===== src/rtl/fetch_pkg.sv =====
// Shared types and constants for the fetch sequencing controller.
package fetch_pkg;

    typedef enum logic [1:0] {BOOT, RUN, STALL, FLUSH} fetch_state_e;

    // Enumeration order doubles as redirect priority (higher value wins).
    typedef enum logic [2:0] {NONE, PRED, JAL, MISDIR, MISPRED} redir_src_e;

    localparam int PC_INCR = 4;

endpackage


===== src/rtl/fetch_steer_ctrl_if.sv =====
// Redirect/prediction inputs and fetch-control outputs of the fetch steering controller.
interface fetch_steer_ctrl_if #(
    parameter int WIDTH      = 31,
    parameter int EPOCH_BITS = 2
);
    logic             mispredict;
    logic [WIDTH:0]   mispredictTarget;
    logic             misdirect;
    logic [WIDTH:0]   misdirectTarget;
    logic             isJAL;
    logic [WIDTH:0]   jalTarget;
    logic             predictorHit;
    logic [WIDTH:0]   predictedPC;
    logic             freeze;
    logic [WIDTH:0]   fetchPC;
    logic             fetchValid;
    logic             pcEn;
    logic             flushF;
    logic             flushD;
    logic             redirect;
    logic [EPOCH_BITS-1:0] epoch;

    // master: the controller; slave: the surrounding pipeline/predictor.
    modport master (
        input  mispredict, mispredictTarget, misdirect, misdirectTarget,
               isJAL, jalTarget, predictorHit, predictedPC, freeze,
        output fetchPC, fetchValid, pcEn, flushF, flushD, redirect, epoch
    );

    modport slave (
        output mispredict, mispredictTarget, misdirect, misdirectTarget,
               isJAL, jalTarget, predictorHit, predictedPC, freeze,
        input  fetchPC, fetchValid, pcEn, flushF, flushD, redirect, epoch
    );
endinterface


===== src/rtl/fetch_steer_ctrl_pc_next_mux.sv =====
// Priority select of the next fetch PC and the source that produced it.
module pc_next_mux
    import fetch_pkg::*;
#(
    parameter int WIDTH = 31
) (
    input  logic           mispredict,
    input  logic [WIDTH:0] mispredict_target,
    input  logic           misdirect,
    input  logic [WIDTH:0] misdirect_target,
    input  logic           is_jal,
    input  logic [WIDTH:0] jal_target,
    input  logic           predictor_hit,
    input  logic [WIDTH:0] predicted_pc,
    input  logic [WIDTH:0] fetch_pc,
    output logic [WIDTH:0] next_pc,
    output redir_src_e     next_src
);

    always_comb begin
        next_pc  = fetch_pc + (WIDTH+1)'(PC_INCR);
        next_src = NONE;
        if (mispredict) begin
            next_pc  = mispredict_target;
            next_src = MISPRED;
        end else if (misdirect) begin
            next_pc  = misdirect_target;
            next_src = MISDIR;
        end else if (is_jal) begin
            next_pc  = jal_target;
            next_src = JAL;
        end else if (predictor_hit) begin
            next_pc  = predicted_pc;
            next_src = PRED;
        end
    end

endmodule


===== src/rtl/fetch_steer_ctrl.sv =====
// Fetch sequencing controller: owns the fetch PC, arbitrates redirects,
// handles backend freeze with a deferred redirect and squashes wrong-path fetches.
module fetch_steer_ctrl
    import fetch_pkg::*;
#(
    parameter int              WIDTH        = 31,
    parameter logic [WIDTH:0]  RESET_VECTOR = '0,
    parameter int              EPOCH_BITS   = 2,
    parameter int              FLUSH_CYCLES = 1
) (
    input  logic             clk,
    input  logic             resetN,
    fetch_steer_ctrl_if.master bus
);

    localparam logic [1:0] S_BOOT  = BOOT;
    localparam logic [1:0] S_RUN   = RUN;
    localparam logic [1:0] S_STALL = STALL;
    localparam logic [1:0] S_FLUSH = FLUSH;
    localparam logic [2:0] CNT_INIT = 3'(FLUSH_CYCLES);
    localparam logic [EPOCH_BITS-1:0] EPOCH_ONE = EPOCH_BITS'(1);

    logic [1:0]            state_q, state_d;
    logic [WIDTH:0]        pc_q, pc_d;
    logic [EPOCH_BITS-1:0] epoch_q, epoch_d;
    logic [2:0]            cnt_q, cnt_d;
    logic                  pend_q, pend_d;
    redir_src_e            pend_src_q, pend_src_d;
    logic [WIDTH:0]        pend_tgt_q, pend_tgt_d;
    logic                  redirect_q, redirect_d;

    logic           flush_f, flush_d, fetch_valid, pc_en, take;
    logic [WIDTH:0] take_tgt, mux_pc;
    redir_src_e     mux_src;

    // A prediction only steers the PC when the current fetch is actually accepted.
    pc_next_mux #(.WIDTH(WIDTH)) u_mux (
        .mispredict        (bus.mispredict),
        .mispredict_target (bus.mispredictTarget),
        .misdirect         (bus.misdirect),
        .misdirect_target  (bus.misdirectTarget),
        .is_jal            (bus.isJAL),
        .jal_target        (bus.jalTarget),
        .predictor_hit     (bus.predictorHit && (state_q == S_RUN) && !bus.freeze),
        .predicted_pc      (bus.predictedPC),
        .fetch_pc          (pc_q),
        .next_pc           (mux_pc),
        .next_src          (mux_src)
    );

    always_comb begin
        state_d     = state_q;
        pc_d        = pc_q;
        epoch_d     = epoch_q;
        cnt_d       = cnt_q;
        pend_d      = pend_q;
        pend_src_d  = pend_src_q;
        pend_tgt_d  = pend_tgt_q;
        redirect_d  = 1'b0;
        flush_f     = 1'b0;
        flush_d     = 1'b0;
        fetch_valid = 1'b0;
        pc_en       = 1'b0;
        take        = 1'b0;
        take_tgt    = mux_pc;

        case (state_q)
            S_BOOT: state_d = S_RUN;
            S_RUN: begin
                fetch_valid = 1'b1;
                pc_en       = !bus.freeze;
                if (mux_src >= JAL) begin
                    take = 1'b1;
                end else if (bus.freeze) begin
                    state_d = S_STALL;
                end else begin
                    pc_d       = mux_pc;
                    redirect_d = (mux_src == PRED);
                end
            end
            S_STALL: begin
                fetch_valid = 1'b1;
                if (mux_src == MISPRED) begin
                    take = 1'b1;
                end else begin
                    // Newer or higher-priority decode redirect replaces the held one.
                    if (mux_src != NONE && (!pend_q || mux_src >= pend_src_q)) begin
                        pend_d     = 1'b1;
                        pend_src_d = mux_src;
                        pend_tgt_d = mux_pc;
                    end
                    if (!bus.freeze) begin
                        if (pend_d) begin
                            take     = 1'b1;
                            take_tgt = pend_tgt_d;
                        end else begin
                            state_d = S_RUN;
                        end
                    end
                end
            end
            S_FLUSH: begin
                pc_en = 1'b1;
                if (mux_src == MISPRED) begin
                    take = 1'b1;
                end else begin
                    cnt_d = cnt_q - 3'd1;
                    if (cnt_q == 3'd1) begin
                        state_d = bus.freeze ? S_STALL : S_RUN;
                    end
                end
            end
            default: state_d = S_BOOT;
        endcase

        if (take) begin
            pc_d       = take_tgt;
            epoch_d    = epoch_q + EPOCH_ONE;
            cnt_d      = CNT_INIT;
            state_d    = S_FLUSH;
            pend_d     = 1'b0;
            redirect_d = 1'b1;
            flush_f    = 1'b1;
            flush_d    = (mux_src == MISPRED);
        end
    end

    always_ff @(posedge clk or negedge resetN) begin
        if (!resetN) begin
            state_q    <= S_BOOT;
            pc_q       <= RESET_VECTOR;
            epoch_q    <= '0;
            cnt_q      <= '0;
            pend_q     <= 1'b0;
            pend_src_q <= NONE;
            pend_tgt_q <= '0;
            redirect_q <= 1'b0;
        end else begin
            state_q    <= state_d;
            pc_q       <= pc_d;
            epoch_q    <= epoch_d;
            cnt_q      <= cnt_d;
            pend_q     <= pend_d;
            pend_src_q <= pend_src_d;
            pend_tgt_q <= pend_tgt_d;
            redirect_q <= redirect_d;
        end
    end

    assign bus.fetchPC    = pc_q;
    assign bus.fetchValid = fetch_valid;
    assign bus.pcEn       = pc_en;
    assign bus.flushF     = flush_f;
    assign bus.flushD     = flush_d;
    assign bus.redirect   = redirect_q;
    assign bus.epoch      = epoch_q;

endmodule

===== src/flat_wrapper.sv =====
// flat-port wrapper written by rule: the top's interface ports become plain ports
module fetch_steer_ctrl_flat import fetch_pkg::*;
#(
    parameter int              WIDTH        = 31,
    parameter logic [WIDTH:0]  RESET_VECTOR = '0,
    parameter int              EPOCH_BITS   = 2,
    parameter int              FLUSH_CYCLES = 1
)
  (clk, resetN, bus_mispredict, bus_mispredictTarget, bus_misdirect, bus_misdirectTarget, bus_isJAL, bus_jalTarget, bus_predictorHit, bus_predictedPC, bus_freeze, bus_fetchPC, bus_fetchValid, bus_pcEn, bus_flushF, bus_flushD, bus_redirect, bus_epoch);
  fetch_steer_ctrl_if #(.WIDTH(WIDTH), .EPOCH_BITS(EPOCH_BITS)) bus_i ();
  input  logic clk;
  input  logic resetN;
  input wire logic [$bits(bus_i.mispredict)-1:0] bus_mispredict;
  input wire logic [$bits(bus_i.mispredictTarget)-1:0] bus_mispredictTarget;
  input wire logic [$bits(bus_i.misdirect)-1:0] bus_misdirect;
  input wire logic [$bits(bus_i.misdirectTarget)-1:0] bus_misdirectTarget;
  input wire logic [$bits(bus_i.isJAL)-1:0] bus_isJAL;
  input wire logic [$bits(bus_i.jalTarget)-1:0] bus_jalTarget;
  input wire logic [$bits(bus_i.predictorHit)-1:0] bus_predictorHit;
  input wire logic [$bits(bus_i.predictedPC)-1:0] bus_predictedPC;
  input wire logic [$bits(bus_i.freeze)-1:0] bus_freeze;
  output wire logic [$bits(bus_i.fetchPC)-1:0] bus_fetchPC;
  output wire logic [$bits(bus_i.fetchValid)-1:0] bus_fetchValid;
  output wire logic [$bits(bus_i.pcEn)-1:0] bus_pcEn;
  output wire logic [$bits(bus_i.flushF)-1:0] bus_flushF;
  output wire logic [$bits(bus_i.flushD)-1:0] bus_flushD;
  output wire logic [$bits(bus_i.redirect)-1:0] bus_redirect;
  output wire logic [$bits(bus_i.epoch)-1:0] bus_epoch;
  assign bus_i.mispredict = bus_mispredict;
  assign bus_i.mispredictTarget = bus_mispredictTarget;
  assign bus_i.misdirect = bus_misdirect;
  assign bus_i.misdirectTarget = bus_misdirectTarget;
  assign bus_i.isJAL = bus_isJAL;
  assign bus_i.jalTarget = bus_jalTarget;
  assign bus_i.predictorHit = bus_predictorHit;
  assign bus_i.predictedPC = bus_predictedPC;
  assign bus_i.freeze = bus_freeze;
  assign bus_fetchPC = bus_i.fetchPC;
  assign bus_fetchValid = bus_i.fetchValid;
  assign bus_pcEn = bus_i.pcEn;
  assign bus_flushF = bus_i.flushF;
  assign bus_flushD = bus_i.flushD;
  assign bus_redirect = bus_i.redirect;
  assign bus_epoch = bus_i.epoch;
  fetch_steer_ctrl #(.WIDTH(WIDTH), .RESET_VECTOR(RESET_VECTOR), .EPOCH_BITS(EPOCH_BITS), .FLUSH_CYCLES(FLUSH_CYCLES)) u_core (.clk(clk), .resetN(resetN), .bus(bus_i));
endmodule

===== config.mk =====
export PLATFORM = sky130hd
export DESIGN_NAME = fetch_steer_ctrl_flat
export DESIGN_NICKNAME = d
export VERILOG_FILES = /design/src/rtl/fetch_pkg.sv /design/src/rtl/fetch_steer_ctrl_if.sv /design/src/rtl/fetch_steer_ctrl_pc_next_mux.sv /design/src/rtl/fetch_steer_ctrl.sv /design/src/flat_wrapper.sv
export SDC_FILE = /design/constraint.sdc
export NUM_CORES = 1
export LEC_CHECK = 0
export ABC_AREA = 1
export CAP_MARGIN = 0
export CORE_MARGIN = 1.5
export CORE_UTILIZATION = 53
export DETAILED_ROUTE_END_ITERATION = 7
export GPL_TIMING_DRIVEN = 0
export PLACE_DENSITY_LB_ADDON = 0.08
export REMOVE_ABC_BUFFERS = 1
export SLEW_MARGIN = 20
export SYNTH_ARGS = -nofsm -noshare
export SYNTH_HDL_FRONTEND = slang
export SYNTH_SLANG_ARGS = --single-unit

===== constraint.sdc =====
create_clock -name clk -period 4.6 [get_ports clk]
set_input_delay 0.46 -clock clk [delete_from_list [all_inputs] [get_ports clk]]
set_output_delay 0.46 -clock clk [all_outputs]
set_load 0.01 [all_outputs]

Word-level counts from Yosys, hierarchy flattened
Cells that the tools add are included.

$add $sub $neg: 3. Multiply operators: 0. Div/mod/pow operators: 0. Order comparisons: 2. Equality and inequality tests: 16. Shifts and indexed selects: 0. Multiplexer cells: 50. Bitwise logic cells: 1. Reduce and logical (&&, ||, !) cells: 18.

Operator list (number): $mux 32 (13); $add 32x3->32 const B (1); $mux 2 (11); $mux 1 (19); $ne 3x2->1 const B (6); $mux 3 (4); $pmux 2 s4 (1); $reduce_and 7->1 (1); $eq 3x1->1 const B (2); $ne 2x1->1 const B (3); $reduce_and 2->1 (3); $reduce_and 3->1 (2); $reduce_bool 2->1 (3); $eq 2x2->1 const B (2); $eq 3x3->1 const B (1); $ge 3x2->1 const B (1); $ge 3x3->1 (1); $logic_and 1x1->1 (3); $ne 3x1->1 const B (1); $pmux 1 s3 (1); $reduce_bool 3->1 (1); $sub 3x1->3 const B (1); $add 2x1->2 const B (1); $eq 2x1->1 const B (1); 6 further kinds (7).

Bits in registers: 76. Latch bits: 0. RAM bits: 0. Bits in read-only memories: 0. Bits of input ports: 135. Word-level logic and storage cells: 98. Memories kept: 0.

Logic depth before layout (Yosys ltp)
Gate-level depths: netlist (run 1).

Depth after elaboration: 19. Gate-level depth with buffers: 20.

By module
A second synthesis (run 1) with hierarchy kept.

Cells, all modules: 1031. Area, all modules: 6234.7 um^2.

By module, submodules not included: fetch_steer_ctrl (times used 1, cells an instance 551, area each 4058.9 um^2); pc_next_mux (times used 1, cells an instance 480, area each 2175.8 um^2).

Worst setup path after synthesis (run 1)
Ideal clock, no wire load.

Path type: reg2reg. Start: reg u_core.state_q[1]. End: reg u_core.pc_q[12] (netlist: u_core.bus.fetchPC[12]). Setup time: 0.117 ns. Data arrival time: 2.653 ns. Data required time: 4.483 ns. Setup slack: 1.829 ns. Stages on the path, launching flop included: 20. Buffers on the path: 3. Cells stage by stage: dfrtp_1 inv_1 ha_1 nand3_2 buf_4 buf_1 o21ai_0 nand2_1 ha_1 nand3_1 nand4_1 nand2_1 inv_2 nor2_4 inv_2 nor2_4 buf_2 nand2_1 nand3_1 nand2_1.

Cells in the longest elaborated chain, start to end: 19. Elaborated cells on any way between the ends: 41. Those cells by class: order compare: 2; eq/ne: 6; mux: 26; reduce/logical: 7.

RTL lines: from (decl) (RTL line fetch_steer_ctrl.sv:23) `logic [1:0] state_q, state_d;`; from (signal assigned) (RTL line fetch_steer_ctrl.sv:139) `state_q <= state_d;`; $eq 2x1->1 (RTL line fetch_steer_ctrl.sv:44, fetch_steer_ctrl.sv:67); $logic_and 1x1->1 (2 in a row) (RTL line fetch_steer_ctrl.sv:44) `.predictor_hit (bus.predictorHit && (state_q == S_RUN) && !bus.freeze),`; $mux 1 (RTL line fetch_steer_ctrl_pc_next_mux.sv:32) `end else if (predictor_hit) begin`; $mux 2 (RTL line fetch_steer_ctrl_pc_next_mux.sv:29) `end else if (is_jal) begin`; $mux 2 (RTL line fetch_steer_ctrl_pc_next_mux.sv:26) `end else if (misdirect) begin`; $mux 3 (RTL line fetch_steer_ctrl_pc_next_mux.sv:23) `if (mispredict) begin`; $ge 3x3->1 (RTL line fetch_steer_ctrl.sv:87) `if (mux_src != NONE && (!pend_q || mux_src >= pend_src_q)) begin`; $logic_or 1x1->1 (RTL line fetch_steer_ctrl.sv:87); [2 not listed]; $mux 1 (RTL line fetch_steer_ctrl.sv:83) `if (mux_src == MISPRED) begin`; $mux 1 (RTL line fetch_steer_ctrl.sv:67) `case (state_q)`; $mux 1 (RTL line fetch_steer_ctrl.sv:93) `if (pend_d) begin`; $mux 1 (RTL line fetch_steer_ctrl.sv:92) `if (!bus.freeze) begin`; $mux 1 (RTL line fetch_steer_ctrl.sv:83); $pmux 1 s3 (RTL line fetch_steer_ctrl.sv:67); $ne 2x1->1 (no line) or $reduce_bool 2->1 (tied branches); $reduce_and 3->1 (no line); to (signal assigned) (RTL line fetch_steer_ctrl.sv:140) `pc_q <= pc_d;`; to (decl) (RTL line fetch_steer_ctrl.sv:24) `logic [WIDTH:0] pc_q, pc_d;`.

Several ways; a longest one is shown, not always the timed one. The select of a mux whose other input is x is not followed. A chain may end at the register's enable or synchronous reset.

Worst setup path after layout (run 1)
Start: in bus_misdirect. End: reg u_core.pend_tgt_q[15].

Cells in the longest elaborated chain, start to end: 6. Elaborated cells on any way between the ends: 12. Those cells by class: order compare: 1; eq/ne: 1; mux: 5; bitwise: 1; reduce/logical: 4.

RTL lines: from (decl) (RTL line flat_wrapper.sv:15) `input wire logic [$bits(bus_i.misdirect)-1:0] bus_misdirect;`; $mux 2 * (RTL line fetch_steer_ctrl_pc_next_mux.sv:26); $mux 3 * (RTL line fetch_steer_ctrl_pc_next_mux.sv:23); via u_core.mux_src[1] (RTL line fetch_steer_ctrl.sv:34) `redir_src_e mux_src;`; $ge 3x3->1 (RTL line fetch_steer_ctrl.sv:87); $logic_or 1x1->1 (RTL line fetch_steer_ctrl.sv:87); $logic_and 1x1->1 (RTL line fetch_steer_ctrl.sv:87); $mux 32 (RTL line fetch_steer_ctrl.sv:87); to (signal assigned) (RTL line fetch_steer_ctrl.sv:145) `pend_tgt_q <= pend_tgt_d;`; to (decl) (RTL line fetch_steer_ctrl.sv:29) `logic [WIDTH:0] pend_tgt_q, pend_tgt_d;`.

Mark *: on every way through the listed nets, which the timed path passes. The rest lies on a longest branch.

==> results.txt, run 1 <==
In the final layout, the share of cells above drive strength 1 is 4.74%. The clock passes through at most 2 buffers. The worst clock skew is slightly below 0.009 ns. The number of buffers inserted during clock tree synthesis came out at 9. Global routing used between 30% and 40% of the available tracks. The number of diodes added for antenna fixing is 0. The tightest hold margin is 0.0765 ns. The weighted congestion at the end of routability-driven global placement is 0.916. After detailed placement, the total cell area comes to 0.00776 sq mm. The count of buffer and inverter cells on the critical path came out at 6. The number of max-capacitance violations reported is 0. Leaving out fill and tap cells, the most frequent cells in the layout are sky130_fd_sc_hd__nand2_1, sky130_fd_sc_hd__clkdlybuf4s50_1, sky130_fd_sc_hd__nor2_1. For flop-to-flop paths, the worst setup slack is 0.33 ns. The number of DRC violations after detailed routing came out at 0. The synthesized instance count is 991. The initial DRC count is 442.

The type of the setup path with the least slack is in -> reg. The synthesis warning total is 0. The largest individual stage delay along the critical path comes from the cell sky130_fd_sc_hd__buf_2. The data arrival time of the critical path came out at 4.54 ns. The total overflow reported by the global router is 0. The delay of the slowest critical-path stage is 0.61 ns. The number of slew-limit violations in the final report is 0.

The endpoint identified for the worst register-to-register timing path is u_core.pend_tgt_q[15]. The unique cell type count in the Yosys netlist is 40. The signal on the critical path passes through buf_2 > inv_2 > nand2_2 > inv_1 > nor2_1 > ha_1 > nand3b_1 > nand4_1 > nand2_1 > inv_2 > nand2_2 > buf_16 > inv_1 > nand2_1 > o21a_1.

The post-synthesis register bit count is 76. The number of vias after detailed routing came out at 6,809. The count of flip-flops with a built-in enable after synthesis came out at 0. For the worst flop-to-flop path, the logic depth is 15. Sequential cells were found to cover between 30% and 40% of the synthesized design area. For this configuration, the core starts out at a cell density of a little over half. The relative max-transition margin is 36.1%.

The clock slew seen by the registers of the worst setup and hold paths is 0.06 ns. The number of vias per cell after detailed routing is 5.32. The worst endpoint required time came out at between 4 and 5 ns. The latest clock arrival within the worst-skew pair is around 0.35 ns.

STA classifies the critical path startpoint as an input port. Leaving out fill and tap cells, the most frequent cell in the layout is sky130_fd_sc_hd__nand2_1. The post-CTS setup buffer count is 0. The cell area power density is 513 mW/mm^2.

The fraction of registers with async set/reset is 100%. The die covers 0.0119 sq mm. The number of failing setup endpoints in the final timing report is 0. The startpoint identified for the worst register-to-register timing path is u_core.state_q[1]. A synthesized cell averages slightly above 6 sq um. TritonCTS built the clock tree. The number of buffers inserted by hold repair at cts came out at 0. The tightest min-delay check is of the in -> async type. The synthesized cell area is 0.00598 sq mm.

With fillers left out, the area of the finished cells amounts to 0.00807 sq mm. The HPWL after detailed placement is between 10 and 15 mm. The type of element capturing the critical path is a flip-flop. The worst ir drop on vdd is 436 uV. The horizontal die dimension came out at 109 um. The number of global-route vias before repair came out at 6,158. The transition at the pin with the smallest max-transition slack is ~0.96 ns. The run finished with clean final reports. The total detailed-routing wirelength came out at roughly 19 mm. The final hold violation count is 0. The minimum period implied by the final worst setup slack came out at about 4.3 ns. The most used flip-flop cell after synthesis is sky130_fd_sc_hd__dfrtp_1.

The number of buffer cells added on primary ports came out at around 170. The reported leakage power is 0.00396 uW. The number of antenna violations at the first check in global routing is 0. The iteration count of the initial detailed-routing pass is 7. The first global-routing pass estimated 29.7 mm of wire. The floorplan has 38 rows. The total I/O pin count is 174. Entering global routing, the biggest net connects 47 pins. The CTS H-tree depth came out at 3.

The area added between synthesis and finish came out at 34.9%. In the final routed layout, each cell accounts on average for about 15 um. The area inside the core boundary came out at 0.0109 sq mm.

The kind of cell adding the most delay to the critical path is buffers and inverters. In this run the clock root is driven by a sky130_fd_sc_hd__clkbuf_16. The die boundary height came out at 109 um. The number of nets in the layout is 1,280. The top fanout value on the critical path is 33. The period utilization came out at around 94%.

Counting every sink on the clock net gives 76. The highest clock rate came out at 232 MHz. The count of nets left with antenna violations once routing finished came out at 0.
[metal layers]
metal  vias up  wire length (um)  share of wire (%)  global-route usage (%)
met5         -                 0                  0                       0
met4         0               335                1.8                    9.83
met3        29              1560                8.4                    6.63
met2       262              8370                 45                    51.9
met1      3102              8320                 45                    43.4
li1       3416                 -                  -                       -
[worst max-delay path by stage]
stage                           start               endpoint  slack, ns  cells past startpoint
detailed placement         bus_freeze  u_core.pend_tgt_q[15]      -0.24                     15
finish                  bus_misdirect  u_core.pend_tgt_q[15]       0.29                     15
CTS                 u_core.state_q[1]  u_core.pend_tgt_q[15]       0.05                     15
floorplan           u_core.state_q[1]  u_core.pend_tgt_q[15]       0.64                     13
global placement       bus_mispredict  u_core.pend_tgt_q[15]      -2.79                     11
global route        u_core.state_q[1]  u_core.pend_tgt_q[15]      -0.04                     15
[worst reg2reg max path, stage by stage (launching register included)]
cell and delay [ns]:
sky130_fd_sc_hd__dfrtp_1 0.39, sky130_fd_sc_hd__inv_1 0.13, sky130_fd_sc_hd__ha_1 0.27, sky130_fd_sc_hd__nand3_4 0.44, sky130_fd_sc_hd__o21ai_0 0.36, sky130_fd_sc_hd__nand2_1 0.14, sky130_fd_sc_hd__ha_1 0.32, sky130_fd_sc_hd__nand3_1 0.06
sky130_fd_sc_hd__nand4_1 0.10, sky130_fd_sc_hd__nand2_1 0.28, sky130_fd_sc_hd__inv_2 0.30, sky130_fd_sc_hd__nand2_2 0.35, sky130_fd_sc_hd__buf_16 0.31, sky130_fd_sc_hd__inv_1 0.49, sky130_fd_sc_hd__nand2_1 0.11, sky130_fd_sc_hd__o21a_1 0.12
[cell type report]
class | instances | area [sq um]
Timing Repair Buffer | 177 | 1810
Tap cell | 140 | 175
Multi-Input combinational cell | 787 | 3560
Fill cell | 967 | 2870
Clock inverter | 4 | 47.5
Sequential cell | 76 | 1900
Clock buffer | 12 | 256
Inverter | 84 | 318
[where the power goes]
group	switching (uW)	internal, uW	leakage [uW]
Clock	287	448	0.000149
Sequential	309	989	0.000925
Combinational	1210	899	0.00288
[sequential cells by signal, indices dropped and copies added (netlist names)]
name	flops
u_core.state_q	2
u_core.bus.redirect	1
u_core.bus.epoch	2
u_core.pend_q	1
u_core.bus.fetchPC	32
u_core.pend_tgt_q	32
u_core.pend_src_q	3
u_core.cnt_q	3
[timing repair]
item                       in CTS  in global routing
setup endpoints to repair       0                 37
hold endpoints to repair        0                  0
resized for setup               0                  1
[Yosys cell counts (3+ instances only)]
cell type,number,area share [%]
sky130_fd_sc_hd__nor2_4,4,0.75
sky130_fd_sc_hd__nand3b_1,6,0.75
sky130_fd_sc_hd__inv_1,75,4.7
sky130_fd_sc_hd__o21a_1,3,0.38
sky130_fd_sc_hd__nor2_2,3,0.31
sky130_fd_sc_hd__inv_2,8,0.50
sky130_fd_sc_hd__buf_4,4,0.50
sky130_fd_sc_hd__clkbuf_1,21,1.3
sky130_fd_sc_hd__ha_1,10,2.1
sky130_fd_sc_hd__o21bai_1,5,0.63
sky130_fd_sc_hd__nand3_1,73,6.1
sky130_fd_sc_hd__nand4_1,8,0.84
sky130_fd_sc_hd__nand2_2,5,0.52
sky130_fd_sc_hd__nor2_1,147,9.2
sky130_fd_sc_hd__nand2_1,374,23
sky130_fd_sc_hd__o21ai_1,3,0.25
sky130_fd_sc_hd__o21ai_0,38,3.2
sky130_fd_sc_hd__dfrtp_1,76,32
sky130_fd_sc_hd__buf_1,4,0.25
sky130_fd_sc_hd__a22oi_1,3,0.38
sky130_fd_sc_hd__nand3_2,4,0.67
sky130_fd_sc_hd__buf_2,13,1.1
sky130_fd_sc_hd__xor2_1,3,0.44
sky130_fd_sc_hd__a21oi_1,78,6.5
sky130_fd_sc_hd__a21o_1,3,0.38
[metrics by stage]
step	worst slack [ns]	total power, uW	util [%]	TNS [ns]	cells
5_1_grt	-0.0373	4470	73.8	-0.0373	1280
3_5_place_dp	-0.243	3380	70.9	-3.06	1264
3_3_place_gp	-2.79	3310	70.2	-114.58	1260
4_1_cts	0.0460	4120	73.7	0	1280
2_1_floorplan	0.643	2460	-	0	947
6_report	0.292	4140	73.8	0	1280
[logic make-up (layout without fill, tap and decap cells)]
kind of cell,after synthesis,in the layout,synth area share (%)
AND/OR/NAND/NOR,629,629,43.3
AO/OA/AOI/OAI,142,142,13.0
buffers and inverters,128,277,8.85
flip-flops,76,76,31.8
adder cells (fa/ha/maj),10,10,2.09
XOR/XNOR,4,4,0.586
multiplexers,2,2,0.335
Power figures use the tool's default switching activity.
==> run 2, diff against run 1 <==
--- a/config.mk
+++ b/config.mk
@@ -7,12 +7,11 @@
 export LEC_CHECK = 0
 export ABC_AREA = 1
 export CAP_MARGIN = 0
-export CORE_MARGIN = 1.5
 export CORE_UTILIZATION = 53
+export CTS_CLUSTER_DIAMETER = 80
 export DETAILED_ROUTE_END_ITERATION = 7
 export GPL_TIMING_DRIVEN = 0
 export PLACE_DENSITY_LB_ADDON = 0.08
-export REMOVE_ABC_BUFFERS = 1
 export SLEW_MARGIN = 20
 export SYNTH_ARGS = -nofsm -noshare
 export SYNTH_HDL_FRONTEND = slang
==> results.txt, run 2 (same netlist as run 1, synthesis figures left out) <==
Run status: complete, no violations (unchanged). The setup TNS is 0 ns (unchanged). The total detailed-routing wirelength was 21.3 mm (was 18.6 mm). The clock slew seen by the registers of the worst setup and hold paths came to 0.06 ns (about the same).

The wire length of the first global-routing pass is 33.4 mm (was 29.7 mm). The number of max-capacitance violations reported was 0 (unchanged). The total overflow reported by the global router is 0 (unchanged).

The number of buffers inserted by hold repair at cts came out at 0 (unchanged). The number of slew-limit violations in the final report came out at 0 (unchanged). The pin count of the biggest net entering global routing came out at 57 (was 47). The number of vias per cell after detailed routing is 5.52 (was 5.32). Chain of cells forming the critical path: clkdlybuf4s50_1 > inv_2 > clkbuf_1 > clkbuf_1 > o21ai_0 > nand2_1 > ha_1 > nand3_1 > nand4_1 > nand2_1 > inv_2 > nand2_1 > clkbuf_1 > nor2_1 > a21oi_1 > inv_1 (was buf_2 > inv_2 > nand2_2 > inv_1 > nor2_1 > ha_1 > nand3b_1 > nand4_1 > nand2_1 > inv_2 > nand2_2 > buf_16 > inv_1 > nand2_1 > o21a_1).

The initial DRC count came to 730 (was 442). The number of DRC violations after detailed routing is 0 (unchanged). The number of failing setup endpoints in the final timing report was 0 (unchanged). The worst min-delay path class is in -> async (unchanged).

The number of diodes added for antenna fixing was 0 (unchanged). The die boundary height is 108 um (was 109 um). The logic gate share of total power came out at 51.9% (was 50.9%). The latest clock arrival within the worst-skew pair is 0.34 ns (was 0.35 ns). The number of nets in the layout came out at 1,321 (was 1,280).

The routed length on met1 came out at 8.80 mm (was 8.32 mm). The cell with the largest stage delay on the worst path is sky130_fd_sc_hd__clkdlybuf4s50_1 (was sky130_fd_sc_hd__buf_2). The cell area after layout came out at 0.00821 sq mm (was 0.00807 sq mm). The capturing point of the worst reg2reg path is u_core.pend_tgt_q[6] (was u_core.pend_tgt_q[15]).

The worst clock skew came to 0.00662 ns (was 0.00868 ns). Most frequent cells in the layout: sky130_fd_sc_hd__nand2_1, sky130_fd_sc_hd__clkdlybuf4s50_1, sky130_fd_sc_hd__nor2_1 (unchanged). The most common cell after layout, fill and taps aside is sky130_fd_sc_hd__nand2_1 (unchanged). The total of fill cells in the finished design came out at 912 (was 967). The number of buffers inserted during clock tree synthesis is 9 (unchanged). The clock root buffer master is sky130_fd_sc_hd__clkbuf_16 (unchanged).

The worst endpoint required time came out at 4.83 ns (about the same). The area of the die came out at 0.0117 sq mm (was 0.0119 sq mm). The total I/O pin count came out at 174 (unchanged). Setup repair after global routing left no endpoint under its margin.

The HPWL after detailed placement is 16.3 mm (was 13.2 mm). The fraction of layout instances using a drive strength above 1 is 5.50% (was 4.74%). The number of vias after detailed routing is 7,293 (was 6,809).

The met3 wire length is 2.49 mm (was 1.56 mm). The reg2reg setup slack is 0.81 ns (was 0.33 ns). The period utilization is 85.8% (was 93.6%). The clock share of power is 16.6% (was 17.8%).

The detail-routed net length per standard cell came to 16.1 um (was 14.5 um). The post-cts sizing count was 0 (unchanged). The CTS tree is built (unchanged).

The area added between synthesis and finish came out at 37.2% (was 34.9%). The kind of cell adding the most delay to the critical path was buffers and inverters (unchanged). The timing startpoint of the critical path is bus_misdirect (unchanged). The minimum period implied by the final worst setup slack is 3.95 ns (was 4.31 ns).

The post-place instance area is 0.00791 sq mm (was 0.00776 sq mm). The top fanout value on the critical path came out at 10 (was 33). The transition at the pin with the smallest max-transition slack came out at 0.759 ns (was 0.956 ns). The type of element capturing the critical path is a flip-flop (unchanged). The number of global-route vias before repair came out at 6,701 (was 6,158). The reported leakage power is 0.00402 uW (was 0.00396 uW). The cell area power density is 519 mW/mm^2 (was 513 mW/mm^2). The relative max-transition margin came out at 49.4% (was 36.1%). The number of buffers between clock root and the deepest sink is 2 (unchanged). The count of buffer and inverter cells on the critical path is 7 (was 6).

The number of antenna violations at the first check in global routing came to 0 (unchanged). The data arrival time of the critical path came out at 4.18 ns (was 4.54 ns). The sink count of the clock tree is 76 (unchanged). The worst ir drop on vdd came out at 441 uV (was 436 uV). The iteration count of the initial detailed-routing pass is 6 (was 7). The horizontal die dimension was 108 um (was 109 um).

The number of buffer cells added on primary ports came out at 173 (unchanged). The starting density of the core is 54.7% (unchanged). The area inside the core boundary was 0.0109 sq mm (unchanged). The highest clock rate came out at 253 MHz (was 232 MHz). The met2 layer wire length in the routed design came to 9.40 mm (was 8.37 mm). The register share of total power is 31.5% (was 31.4%).

The post-route antenna net violation count is 0 (unchanged). The cell row count is 38 (unchanged). The start of the worst register-to-register path is u_core.state_q[1] (unchanged). The number of nets in the synthesized netlist came out at 1,136. The global-route usage over all layers is 37.6% (was 32.2%). The CTS H-tree depth is 3 (unchanged).

The delay of the slowest critical-path stage came out at 0.51 ns (was 0.61 ns). The type of the setup path with the least slack is in -> reg (unchanged). The proportion of total power due to net switching was 44.8% (was 43.5%). The uppermost metal layer occupied by signal nets is met4 (unchanged). The final hold violation count came out at 0 (unchanged).

The post-CTS setup buffer count was 0 (unchanged). The weighted congestion at the end of routability-driven global placement is 0.984 (was 0.916). The switching component of the power is 1910 uW (was 1800 uW). The launching element type of the critical path was an input port (unchanged). The internal power component came out at 2350 uW (was 2340 uW). The depth of the most critical reg-to-reg path is 17 (was 15).
run 2: worst register-to-register path: cells and delay by family (launching register included):
family / cells / cell delay [ns]
and+or+nand+nor: 7 / 0.88
adders and majority gates: 2 / 0.56
DFF: 1 / 0.40
AOI/OAI and AO/OA: 2 / 0.56
buffers and inverters: 6 / 1.28
run 2: worst max-delay path by stage:
stage / cells after the start / slack (ns) / to
final: 16 / 0.65 / u_core.pend_tgt_q[6]
after floorplan: 19 / 1.83 / u_core.bus.fetchPC[12]
after global placement: 1 / 0.38 / u_core.pend_tgt_q[29]
after detailed placement: 16 / 0.41 / u_core.pend_tgt_q[6]
after global routing: 16 / 0.45 / u_core.pend_tgt_q[6]
after CTS: 16 / 0.73 / u_core.pend_tgt_q[6]
run 2: power by group through the flow:
stage,registers [uW],logic [uW],clock network [uW]
floorplan,1280,1260,0
global placement,1310,2120,0
detailed placement,1320,2170,0
CTS,1320,2190,706
global route,1370,2460,736
finish,1340,2210,705
run 2: area by class of cell:
type / count / area [sq um] / share of cell area (%)
clock inverter: 5 / 62.6 / 0.762
clock buffer: 11 / 233 / 2.84
multi-input combinational: 787 / 3550 / 43.2
buffer: 44 / 211 / 2.58
sequential: 76 / 1900 / 23.2
timing repair buffer: 174 / 1760 / 21.4
tap: 140 / 175 / 2.13
inverter: 84 / 318 / 3.87
run 2: per-stage QoR:
step	hold slack [ns]	power (uW)	setup slack, ns	instances	utilization, %
floorplan	0.164	2540	1.83	991	-
global placement	0.453	3430	0.377	1304	72.1
detailed placement	0.370	3490	0.414	1305	72.4
CTS	0.0172	4210	0.734	1321	75.1
global route	0.0321	4570	0.451	1321	75.1
finish	0.00448	4260	0.652	1321	75.1
run 2: metal layers:
layer / vias to the layer above / track usage, %
met5: - / 0
met4: 0 / 13.6
met3: 57 / 5.79
met2: 446 / 58.6
met1: 3280 / 52.8
li1: 3510 / -
==> run 3, diff against run 2 <==
--- a/config.mk
+++ b/config.mk
@@ -6,7 +6,7 @@
 export NUM_CORES = 1
 export LEC_CHECK = 0
 export ABC_AREA = 1
-export CAP_MARGIN = 0
+export CORE_MARGIN = 2
 export CORE_UTILIZATION = 53
 export CTS_CLUSTER_DIAMETER = 80
 export DETAILED_ROUTE_END_ITERATION = 7
==> results.txt, run 3 (same netlist as run 1, synthesis figures left out) <==
The cell area power density was 532 mW/mm^2 (was 519 mW/mm^2). The HPWL after detailed placement came out at 16.5 mm (was 16.3 mm). The starting density of the core came out at 54.7% (unchanged). The area inside the core boundary is 0.0109 sq mm (unchanged). The weighted congestion at the end of routability-driven global placement came out at 0.996 (was 0.984). The number of failing setup endpoints in the final timing report was 0 (unchanged). The worst ir drop on vdd is 398 uV (was 441 uV).

The setup TNS came out at 0 ns (unchanged). The final hold violation count is 0 (unchanged). Setup repair after global routing missed its margin: no (unchanged). The number of vias per cell after detailed routing came out at 5.57 (was 5.52). Chain of cells forming the critical path: clkdlybuf4s50_1 > inv_2 > clkbuf_1 > clkbuf_1 > o21ai_0 > nand2_1 > ha_1 > nand3_1 > nand4_1 > nand2_1 > inv_2 > nand2_1 > clkbuf_1 > nor2_1 > a21oi_1 > inv_1 (unchanged). The depth of the most critical reg-to-reg path is 17 (unchanged). The cell with the largest stage delay on the worst path was sky130_fd_sc_hd__clkbuf_1 (was sky130_fd_sc_hd__clkdlybuf4s50_1). The placed instance count is 1,305 (unchanged). The logic depth of the worst setup path including buffers was 16 (unchanged). The delay of the slowest critical-path stage is 0.53 ns (was 0.51 ns). The number of diodes added for antenna fixing came to 0 (unchanged). The number of global-route vias before repair came to 6,720 (was 6,701).

The post-cts sizing count was 0 (unchanged). The cell row count is 38 (unchanged). The number of vias after detailed routing came out at 7,356 (was 7,293). The number of DRC violations after detailed routing is 0 (unchanged).

The initial DRC count is 913 (was 730). The non-filler instance count after layout was 1,321 (unchanged). Run status: complete, no violations (unchanged). The type of the setup path with the least slack was in -> reg (unchanged).

The post-CTS setup buffer count was 0 (unchanged). The reported leakage power came out at 0.00404 uW (was 0.00402 uW). The data arrival time of the critical path is 4.16 ns (was 4.18 ns). The start of the worst register-to-register path was u_core.state_q[1] (unchanged). The number of slew-limit violations in the final report is 0 (unchanged). The number of max-capacitance violations reported is 0 (unchanged). The clock root buffer master is sky130_fd_sc_hd__clkbuf_16 (unchanged). The end-of-flow core utilization is 75.3% (was 75.1%). The total detailed-routing wirelength came out at 22.2 mm (was 21.3 mm).

The fraction of layout instances using a drive strength above 1 is 5.67% (was 5.50%). The tightest hold margin is 0.0746 ns (was 0.00448 ns). The number of buffer cells added on primary ports came out at 173 (unchanged). The number of buffers inserted by hold repair at cts is 0 (unchanged).

The highest clock rate is 255 MHz (was 253 MHz). The detail-routed net length per standard cell came out at 16.8 um (was 16.1 um). The capturing point of the worst reg2reg path is u_core.pend_tgt_q[6] (unchanged). The kind of cell adding the most delay to the critical path is buffers and inverters (unchanged). The sink count of the clock tree is 76 (unchanged). The number of nets in the layout is 1,321 (unchanged). The number of buffers between clock root and the deepest sink came out at 2 (unchanged). The most common cell after layout, fill and taps aside is sky130_fd_sc_hd__nand2_1 (unchanged). The area added between synthesis and finish is 37.7% (was 37.2%). The iteration count of the initial detailed-routing pass came out at 6 (unchanged). The clock slew seen by the registers of the worst setup and hold paths came to 0.06 ns (about the same).

The count of buffer and inverter cells on the critical path came to 7 (unchanged). The worst endpoint required time came out at 4.83 ns (about the same). The area of the die is 0.0122 sq mm (was 0.0117 sq mm). The top fanout value on the critical path is 10 (unchanged).

The CTS tree is built (unchanged). The period utilization is 85.3% (was 85.8%). The transition at the pin with the smallest max-transition slack is 0.745 ns (was 0.759 ns). The horizontal die dimension is 110 um (was 108 um).

The wire length of the first global-routing pass came out at 34.2 mm (was 33.4 mm). The type of element capturing the critical path was a flip-flop (unchanged). The timing startpoint of the critical path is bus_misdirect (unchanged). The latest clock arrival within the worst-skew pair is 0.35 ns (was 0.34 ns). The total overflow reported by the global router is 0 (unchanged). The launching element type of the critical path is an input port (unchanged). The minimum period implied by the final worst setup slack came out at 3.92 ns (was 3.95 ns).

The pin count of the biggest net entering global routing came out at 41 (was 57). The CTS H-tree depth is 3 (unchanged). The number of buffers inserted during clock tree synthesis is 9 (unchanged). The die boundary height came out at 110 um (was 108 um). Most frequent cells in the layout: sky130_fd_sc_hd__nand2_1, sky130_fd_sc_hd__clkdlybuf4s50_1, sky130_fd_sc_hd__nor2_1 (unchanged). The number of antenna violations at the first check in global routing is 0 (unchanged).

The worst clock skew is 0.00788 ns (was 0.00662 ns). The total I/O pin count came to 174 (unchanged). The worst min-delay path class is in -> async (unchanged). The reg2reg setup slack is 0.93 ns (was 0.81 ns). The global-route usage over all layers is 37.6% (about the same). The worst setup path endpoint was u_core.pend_tgt_q[6] (unchanged). The overall power of the completed layout came out at 4380 uW (was 4260 uW).

The post-route antenna net violation count came out at 0 (unchanged). The number of nets in the synthesized netlist came to 1,136 (unchanged). The relative max-transition margin is 50.3% (was 49.4%).
[run 3: cell types whose count changed in the layout (fill, tap and decap cells not counted), sizes merged]
cell      delta
bufinv       +1
clkinv       -2
clkbuf       -2
clkinvlp     -1
inv          +4
[run 3: area by class of cell]
class | instances | area [sq um]
sequential | 76 | 1900
buffer | 44 | 211
tap | 140 | 175
timing repair buffer | 174 | 1750
multi-input combinational | 787 | 3550
clock buffer | 9 | 225
inverter | 84 | 318
clock inverter | 7 | 105
fill | 938 | 2700
[run 3: worst min-delay path by stage]
stage	from	to	slack, ns
after floorplan	resetN	u_core.bus.epoch[0]	0.16
after global placement	u_core.pend_src_q[2]	u_core.pend_src_q[2]	0.45
after detailed placement	resetN	u_core.state_q[0]	0.45
after CTS	resetN	u_core.state_q[0]	0.09
after global routing	resetN	u_core.state_q[0]	0.12
final	resetN	u_core.state_q[1]	0.07
[run 3: through the flow]
| step | area (sq um) | setup WS, ns |
|---|---|---|
| 2_1_floorplan | 5980 | 1.83 |
| 3_3_place_gp | 7890 | 0.476 |
| 3_5_place_dp | 7910 | 0.468 |
| 4_1_cts | 8240 | 0.790 |
| 5_1_grt | 8240 | 0.438 |
| 6_report | 8240 | 0.678 |
[run 3: routing by layer]
layer,part of all wire [%],global-route usage [%],up-vias
met2,45,58.9,436
met5,0,0,-
met3,12,7.41,53
met4,2.6,12.6,0
met1,41,52.1,3358
li1,-,-,3509
[run 3: report_power, final]
group / internal [uW] / switching, uW / leakage [uW]
sequential: 988 / 362 / 0.000925
clock: 485 / 309 / 0.000159
combinational: 938 / 1300 / 0.00296
total: 2410 / 1970 / 0.00404
